===== src/rtl/decode_stage.sv =====
// MIPS-subset decode stage: decodes one instruction per cycle into a small FIFO.
// Includes a shared INST_* code package, a RUN/HALTED state machine and a saturating illegal-instruction counter.

package decode_pkg;
    localparam logic [5:0] INST_NOP   = 6'd0;
    localparam logic [5:0] INST_ADDU  = 6'd1;
    localparam logic [5:0] INST_SUBU  = 6'd2;
    localparam logic [5:0] INST_SLT   = 6'd3;
    localparam logic [5:0] INST_SRAV  = 6'd4;
    localparam logic [5:0] INST_JR    = 6'd5;
    localparam logic [5:0] INST_ORI   = 6'd6;
    localparam logic [5:0] INST_LW    = 6'd7;
    localparam logic [5:0] INST_SW    = 6'd8;
    localparam logic [5:0] INST_BEQ   = 6'd9;
    localparam logic [5:0] INST_LUI   = 6'd10;
    localparam logic [5:0] INST_J     = 6'd11;
    localparam logic [5:0] INST_ADDI  = 6'd12;
    localparam logic [5:0] INST_ADDIU = 6'd13;
    localparam logic [5:0] INST_JAL   = 6'd14;
    localparam logic [5:0] INST_HLT   = 6'd15;
    localparam logic [5:0] INST_LB    = 6'd16;
    localparam logic [5:0] INST_SB    = 6'd17;
endpackage

module decode_stage
    import decode_pkg::*;
#(
    parameter int DEPTH    = 2,
    parameter int DATA_W   = 32,
    parameter int ADDR_W   = 32,
    parameter int BYTE_OPS = 1,
    parameter int CNT_W    = 8
) (
    input  logic              clk,
    input  logic              rst_n,
    input  logic              in_valid,
    output logic              in_ready,
    input  logic [31:0]       in_inst,
    input  logic [ADDR_W-1:0] in_pc,
    output logic              out_valid,
    input  logic              out_ready,
    output logic [5:0]        out_inst,
    output logic [4:0]        out_rs,
    output logic [4:0]        out_rt,
    output logic [4:0]        out_rd,
    output logic [4:0]        out_shamt,
    output logic [DATA_W-1:0] out_imm,
    output logic [ADDR_W-1:0] out_pc,
    input  logic              flush,
    output logic              halted,
    output logic [CNT_W-1:0]  ill_cnt
);

    localparam int PW = $clog2(DEPTH);
    localparam logic [PW:0] FULL_CNT = (PW+1)'(DEPTH);

    typedef enum logic {RUN, HALTED} state_t;

    state_t            state;
    logic [PW-1:0]     wr_ptr;
    logic [PW-1:0]     rd_ptr;
    logic [PW:0]       count;
    logic              full;
    logic              push;
    logic              pop;

    logic [5:0]        opcode;
    logic [4:0]        rs;
    logic [4:0]        rt;
    logic [4:0]        rd;
    logic [4:0]        shamt;
    logic [5:0]        funct;
    logic [15:0]       imm16;
    logic [5:0]        dec_inst;
    logic [DATA_W-1:0] dec_imm;
    logic              dec_illegal;

    logic [5:0]        inst_q  [DEPTH];
    logic [4:0]        rs_q    [DEPTH];
    logic [4:0]        rt_q    [DEPTH];
    logic [4:0]        rd_q    [DEPTH];
    logic [4:0]        shamt_q [DEPTH];
    logic [DATA_W-1:0] imm_q   [DEPTH];
    logic [ADDR_W-1:0] pc_q    [DEPTH];

    assign opcode = in_inst[31:26];
    assign rs     = in_inst[25:21];
    assign rt     = in_inst[20:16];
    assign rd     = in_inst[15:11];
    assign shamt  = in_inst[10:6];
    assign funct  = in_inst[5:0];
    assign imm16  = in_inst[15:0];

    always_comb begin
        dec_inst = INST_NOP;
        case (opcode)
            6'b000000: begin
                case (funct)
                    6'b100001: dec_inst = INST_ADDU;
                    6'b100011: dec_inst = INST_SUBU;
                    6'b101010: dec_inst = INST_SLT;
                    6'b000111: if (shamt == 5'd0) dec_inst = INST_SRAV;
                    6'b001000: if (rt == 5'd0 && rd == 5'd0) dec_inst = INST_JR;
                    default:   dec_inst = INST_NOP;
                endcase
            end
            6'b001101: dec_inst = INST_ORI;
            6'b100011: dec_inst = INST_LW;
            6'b101011: dec_inst = INST_SW;
            6'b000100: dec_inst = INST_BEQ;
            6'b001111: if (rs == 5'd0) dec_inst = INST_LUI;
            6'b000010: dec_inst = INST_J;
            6'b001000: dec_inst = INST_ADDI;
            6'b001001: dec_inst = INST_ADDIU;
            6'b000011: dec_inst = INST_JAL;
            6'b111111: dec_inst = INST_HLT;
            6'b100000: if (BYTE_OPS != 0) dec_inst = INST_LB;
            6'b101000: if (BYTE_OPS != 0) dec_inst = INST_SB;
            default:   dec_inst = INST_NOP;
        endcase
    end

    // ORI and LUI carry a logical immediate; everything else is signed
    assign dec_imm = (dec_inst == INST_ORI || dec_inst == INST_LUI)
                   ? {{(DATA_W-16){1'b0}}, imm16}
                   : {{(DATA_W-16){imm16[15]}}, imm16};

    assign dec_illegal = (dec_inst == INST_NOP) && (in_inst != 32'd0);

    assign full      = (count == FULL_CNT);
    assign in_ready  = !full && (state == RUN) && !flush;
    assign out_valid = (count != '0);
    assign push      = in_valid && in_ready;
    assign pop       = out_valid && out_ready;

    always_ff @(posedge clk or negedge rst_n) begin
        if (!rst_n) begin
            wr_ptr <= '0;
            rd_ptr <= '0;
            count  <= '0;
        end else if (flush) begin
            wr_ptr <= '0;
            rd_ptr <= '0;
            count  <= '0;
        end else begin
            if (push) wr_ptr <= wr_ptr + 1'b1;
            if (pop)  rd_ptr <= rd_ptr + 1'b1;
            case ({push, pop})
                2'b10:   count <= count + 1'b1;
                2'b01:   count <= count - 1'b1;
                default: count <= count;
            endcase
        end
    end

    always_ff @(posedge clk) begin
        if (push) begin
            inst_q[wr_ptr]  <= dec_inst;
            rs_q[wr_ptr]    <= rs;
            rt_q[wr_ptr]    <= rt;
            rd_q[wr_ptr]    <= rd;
            shamt_q[wr_ptr] <= shamt;
            imm_q[wr_ptr]   <= dec_imm;
            pc_q[wr_ptr]    <= in_pc;
        end
    end

    assign out_inst  = inst_q[rd_ptr];
    assign out_rs    = rs_q[rd_ptr];
    assign out_rt    = rt_q[rd_ptr];
    assign out_rd    = rd_q[rd_ptr];
    assign out_shamt = shamt_q[rd_ptr];
    assign out_imm   = imm_q[rd_ptr];
    assign out_pc    = pc_q[rd_ptr];

    always_ff @(posedge clk or negedge rst_n) begin
        if (!rst_n) begin
            state  <= RUN;
            halted <= 1'b0;
        end else begin
            case (state)
                RUN: begin
                    if (push && dec_inst == INST_HLT) begin
                        state  <= HALTED;
                        halted <= 1'b1;
                    end
                end
                HALTED: begin
                    state  <= HALTED;
                    halted <= 1'b1;
                end
                default: begin
                    state  <= RUN;
                    halted <= 1'b0;
                end
            endcase
        end
    end

    always_ff @(posedge clk or negedge rst_n) begin
        if (!rst_n) begin
            ill_cnt <= '0;
        end else if (push && dec_illegal && ill_cnt != '1) begin
            ill_cnt <= ill_cnt + 1'b1;
        end
    end

endmodule


===== config.mk =====
export PLATFORM = sky130hd
export DESIGN_NAME = decode_stage
export DESIGN_NICKNAME = d
export VERILOG_FILES = /design/src/rtl/decode_stage.sv
export SDC_FILE = /design/constraint.sdc
export NUM_CORES = 1
export LEC_CHECK = 0
export CAP_MARGIN = 10
export CORE_AREA = 3 3 130 132
export CTS_BUF_LIST = sky130_fd_sc_hd__clkbuf_8
export CTS_CLUSTER_DIAMETER = 40
export DETAILED_ROUTE_END_ITERATION = 10
export DIE_AREA = 0 0 133 135
export PLACE_DENSITY = 0.65
export SLEW_MARGIN = 20
export SYNTH_ARGS = -nofsm -noshare
export SYNTH_HDL_FRONTEND = slang
export SYNTH_SLANG_ARGS = --single-unit

===== constraint.sdc =====
create_clock -name clk -period 5.7 [get_ports clk]
set_clock_uncertainty 0.15 [all_clocks]
set_input_delay 1.14 -clock clk [delete_from_list [all_inputs] [get_ports clk]]
set_output_delay 1.14 -clock clk [all_outputs]
set_load 0.03 [all_outputs]

# Yosys cells after proc, flatten, opt, wreduce, memory -nomap -nowiden
# Memory sizes are Yosys's and may differ from the RTL's.
# Cells that the tools add are included.
op_classes:
  addsub: 5
  eq_ne: 25
  mux: 18
  bitwise: 1
  reduce_logical: 23
op_table:
  columns: ["operator", "count"]
  rows:
  - ["6-bit case mux with 13 select lines", 1]
  - ["6-bit == test, second input constant", 8]
  - ["6-bit by 4-bit == test with 1-bit output, second input constant", 7]
  - ["32-bit 2-to-1 mux", 1]
  - ["32-bit nonzero test", 1]
  - ["5-bit logical NOT", 4]
  - ["6-bit by 3-bit == test with 1-bit output, second input constant", 3]
  - ["3-bit case mux with 5 select lines", 1]
  - ["6-bit by 2-bit == test with 1-bit output, second input constant", 2]
  - ["6-bit logical NOT", 2]
  - ["1-bit logical AND", 9]
  - ["8-bit by 1-bit adder with 8-bit output, second input constant", 1]
  - ["1-bit 2-to-1 mux", 8]
  - ["8-bit inequality test, second input constant", 1]
  - ["3-bit 2-to-1 mux", 2]
  - ["2-bit nonzero test", 3]
  - ["2-bit == test, second input constant", 2]
  - ["4-bit 2-to-1 mux", 1]
  - ["1-bit case mux with 2 select lines", 2]
  - ["2-bit case mux with 2 select lines", 1]
  - ["3-bit nonzero test", 1]
  - ["1-bit adder, second input constant", 2]
  - ["2-bit by 1-bit adder with 2-bit output, second input constant", 1]
  - ["2-bit by 1-bit == test with 1-bit output, second input constant", 1]
  - ["6 further kinds", 7]
word_totals:
  register_bits: 14
  ram_bits: 180
  inputBits: 69
  output_inout_bits: 101
  wordCells: 85
  memories: 7
mem_list:
  columns: ["memory", "words", "width", "rd", "rd_clocked_by_memory_dff", "write_ports", "line", "source"]
  rows:
  - ["imm_q", 2, 32, 1, 0, 1, "83", "logic [DATA_W-1:0] imm_q [DEPTH];"]
  - ["pc_q", 2, 32, 1, 0, 1, "84", "logic [ADDR_W-1:0] pc_q [DEPTH];"]
  - ["inst_q", 2, 6, 1, 0, 1, "78", "logic [5:0] inst_q [DEPTH];"]
  - ["rd_q", 2, 5, 1, 0, 1, "81", "logic [4:0] rd_q [DEPTH];"]
  - ["rs_q", 2, 5, 1, 0, 1, "79", "logic [4:0] rs_q [DEPTH];"]
  - ["rt_q", 2, 5, 1, 0, 1, "80", "logic [4:0] rt_q [DEPTH];"]
  - ["1 more memories", null, null, null, null, null, null, null]

# Longest topological paths before layout
depth:
  ltp_word: 9
  mapped_depth: 8
  depth_no_buf: 7

# Worst setup path before layout
# No wires, ideal clock.
synth_path:
  path_type: "in2reg"
  startpoint: "input flush"
  endpoint: "memory imm_q[0][0] (enable)"
  setup_ns: 0.487
  arrival_time_ns: 4.886
  t_required_ns: 5.063
  setup_slack_ns: 0.177
  path_stages: 4
  path_buffers: 0
  cell_sequence: "or2_2 nor2_1 nand2_1 nor2_1"
synth_between:
  elab_chain_len: 5
synth_rtl:
  columns: ["item", "line", "source"]
  rows:
  - ["start, declared", "49", "input logic flush,"]
  - ["1-bit logical NOT", "131", "assign in_ready = !full && (state == RUN) && !flush;"]
  - ["1-bit logical AND", "131", null]
  - ["via in_ready", "37", "output logic in_ready,"]
  - ["1-bit logical AND", "133", "assign push = in_valid && in_ready;"]
  - ["1-bit 2-to-1 mux", "157", "if (push) begin"]
  - ["1-bit 2-to-1 mux (implied by the code)", "163", "imm_q[wr_ptr] <= dec_imm;"]
  - ["end, declared", "83", null]
# The timed path passes the listed nets, and every way through them passes these cells.

# Final worst setup path
layout_path:
  startpoint: "input flush"
  endpoint: "output in_ready"
layout_between:
  elab_chain_len: 2
layout_rtl:
  columns: ["item", "line"]
  rows:
  - ["1-bit logical NOT", "131"]
  - ["1-bit logical AND", "131"]
  - ["end, declared", "37"]
# Every way passes these cells.

==> results.toml <==
[clock_tree]
htreeDepth = 4
numClockSinks = 142
cts_tree = "done"
holdBufCountCts = 0
cts_resized = 0
clk_latency_ns = 0.42
post_cts_buffers = 0
cts-buffers-inserted = 17
cts_max_path_buffers = 2
path_clk_slew_ns = 0.07
ctsRootBufferMaster = "clkbuf_8"

[floorplanning]
start_util_pct = 37.8
die_width_um = 133
dieArea_um2 = 18000
fp.coreArea_um2 = 15800
fp.dieH_um = 135
num_io_pins = 170
rows = 46

[sta]
fmax_mhz = 241
drv_slew = 0
fin_crit_ns = 4.15
fin_tns_setup_ns = 0
tightestPinTransition_ns = 0.839
rsz0062_at_grt = "no"
min_period_over_period_pct = 72.8
hold_violations = 0
timing.hold.ws_ns = 0.357
relSlewSlack_pct = 43.3
setup_ws_ns = 1.55
setup_viol = 0

[cells_and_area]
final_cell_mix = "168 x clkdlybuf4s50_1, 128 x edfxtp_1, 64 x mux2_2"
syn_to_final_growth_pct = 36.8
drive_gt1_share_pct = 19.8
nets = 593
final_common_cell = "clkdlybuf4s50_1"

[critical_path]
endpoint = "in_ready"
crit_slowest_cell = "clkdlybuf4s50_1"
critPathKind = "in2out"
start_kind = "input pin"
critPathLaunch = "flush"
timing.critical_path.mode_cell = "clkdlybuf4s50_1"
worstPathRequired_ns = 4.41
slowest_delay_ns = 0.70
r2r_cells = 5
r2r_start = "state$_DFF_PN0_"
path_cells = "clkdlybuf4s50_1, or2_2, nor2_1, clkdlybuf4s50_1"
end_kind = "output port"
crit_fanout = 5
arrival_ns = 2.86
rrSetupSlack_ns = 3.17
reg2reg_to = "pc_q[0][7]$_DFFE_PP_"

[routing]
post_drt_wl_per_cell_um = 17.2
wl_met2_mm = 6.32
wl_met1_mm = 5.61
dr_total_vias = 3580
drt-initial-drc-count = 178
ant_nets = 0
dr.max_layer_used = "met4"
routed_wl_mm = 12.9
routed_via_density = 4.75
drc_errors = 0
wl_met3_um = 825
dr.pass1.iters = 4

[placed_design]
pre_cts_ws_ns = 1.56
dp_hpwl_mm = 9.01
gp_congestion = 0.822
io_buffers = 168

[synth]
ys_async_sr_fraction_pct = 9.86
seq_area_frac_synth_pct = 70.2
syn_avg_cell_area_um2 = 16.1
syn-cell-area_um2 = 5980
synth_nets = 442
ys_warn_count = 0
synth-main-ff-cell = "edfxtp_1"
ys_top_cells_by_area = "edfxtp_1 64%, mux2_2 12%, dfrtp_1 5.9%, buf_4 3.3%, xor2_1 1.3%"
synth_top_cell_area_share_pct = 64.3
synth-edff-count = 128
yosys.area.top_type = "edfxtp_1"
syn_inst = 372
synth_seq_cells = 142
synth_cell_types = 52

[grt]
antenna_found_initial = 0
grtUsageTotal_pct = 14.4
grt_pass1_wl_mm = 19.9
grt_max_degree = 44
grt_overflow = 0
grt_pass1_vias = 3743

[power]
p_leak_nw = 2.81
power_mw = 2.55
power_density_nw_per_um2 = 311
irDropWorstVdd_mv = 0.202

[worst_hold_path]
hold_class = "reg2reg"

[outcome]
status = "complete, no violations"

[run]
maxCapViolCount = 0
==> cell type report <==
cell class / instances / area [um^2]
Fill cell: 1329 / 7650
Sequential cell: 142 / 4200
Timing Repair Buffer: 171 / 1730
Multi-Input combinational cell: 187 / 1530
Tap cell: 216 / 270
Clock buffer: 17 / 234
Clock inverter: 15 / 204
Inverter: 4 / 15.0
Antenna cell: 1 / 2.50
==> flip-flops by register name, summed over array words and instances, names as in the netlist, 2 cells and up <==
register / count
rt_q: 10
rs_q: 10
count: 2
inst_q: 10
ill_cnt: 8
imm_q: 34
pc_q: 64
==> logic make-up (layout without fill, tap and decap cells) <==
| group | Yosys count | in the layout | share of synthesized area, % |
|---|---|---|---|
| AOI/OAI and AO/OA | 21 | 21 | 2.53 |
| buffers and inverters | 43 | 207 | 4.42 |
| other | 1 | 2 | 0.0627 |
| xor gates and xnor gates | 12 | 12 | 1.76 |
| DFF | 142 | 142 | 70.2 |
| and+or+nand+nor | 85 | 85 | 8.21 |
| muxes | 67 | 67 | 12.6 |
| adders and majority gates | 1 | 1 | 0.209 |
==> Yosys cell counts (5+ instances only) <==
| master | n |
|---|---|
| buf_4 | 26 |
| nor4_1 | 5 |
| nand3_1 | 8 |
| nor2_1 | 18 |
| dfrtp_1 | 14 |
| edfxtp_1 | 128 |
| nand2_1 | 15 |
| nor3_1 | 5 |
| mux2_2 | 64 |
| xor2_1 | 9 |
| clkbuf_1 | 8 |
==> worst min path at each step <==
stage                                 startpoint                     end  slack [ns]  cells after the start
after floorplan                  state$_DFF_PN0_      halted$_DFFE_PN0P_        0.30                      2
after global placement    ill_cnt[5]$_DFFE_PN0P_  ill_cnt[5]$_DFFE_PN0P_        0.33                      1
after detailed placement         state$_DFF_PN0_         state$_DFF_PN0_        0.34                      1
after CTS                        state$_DFF_PN0_         state$_DFF_PN0_        0.36                      1
after global routing             state$_DFF_PN0_         state$_DFF_PN0_        0.39                      1
final                         halted$_DFFE_PN0P_      halted$_DFFE_PN0P_        0.36                      2
==> critical path, delay by kind of cell <==
| kind | cells | cell delay (ns) |
|---|---|---|
| and+or+nand+nor | 2 | 0.53 |
| buffers and inverters | 2 | 1.18 |
==> metal layers <==
layer  GRT usage (%)  up-vias
met2            23.0      132
met1            18.2     1748
met5               0        -
met3            5.10       13
met4            5.25        0
li1                -     1687
==> metrics by stage <==
stage | instances | util, % | area, um^2
3_5_place_dp | 720 | 48.9 | 7740
4_1_cts | 752 | 51.7 | 8180
5_1_grt | 752 | 51.7 | 8180
6_report | 753 | 51.7 | 8180
3_3_place_gp | 720 | 48.9 | 7740
2_1_floorplan | 372 | - | 5980
==> where the power goes <==
group          switching [mW]  leakage, nW  internal (mW)
sequential             0.0368         1.35           1.19
combinational           0.242         1.22          0.206
clock                   0.355        0.234          0.514
total                   0.633         2.81           1.91
Power figures use the tool's default switching activity.
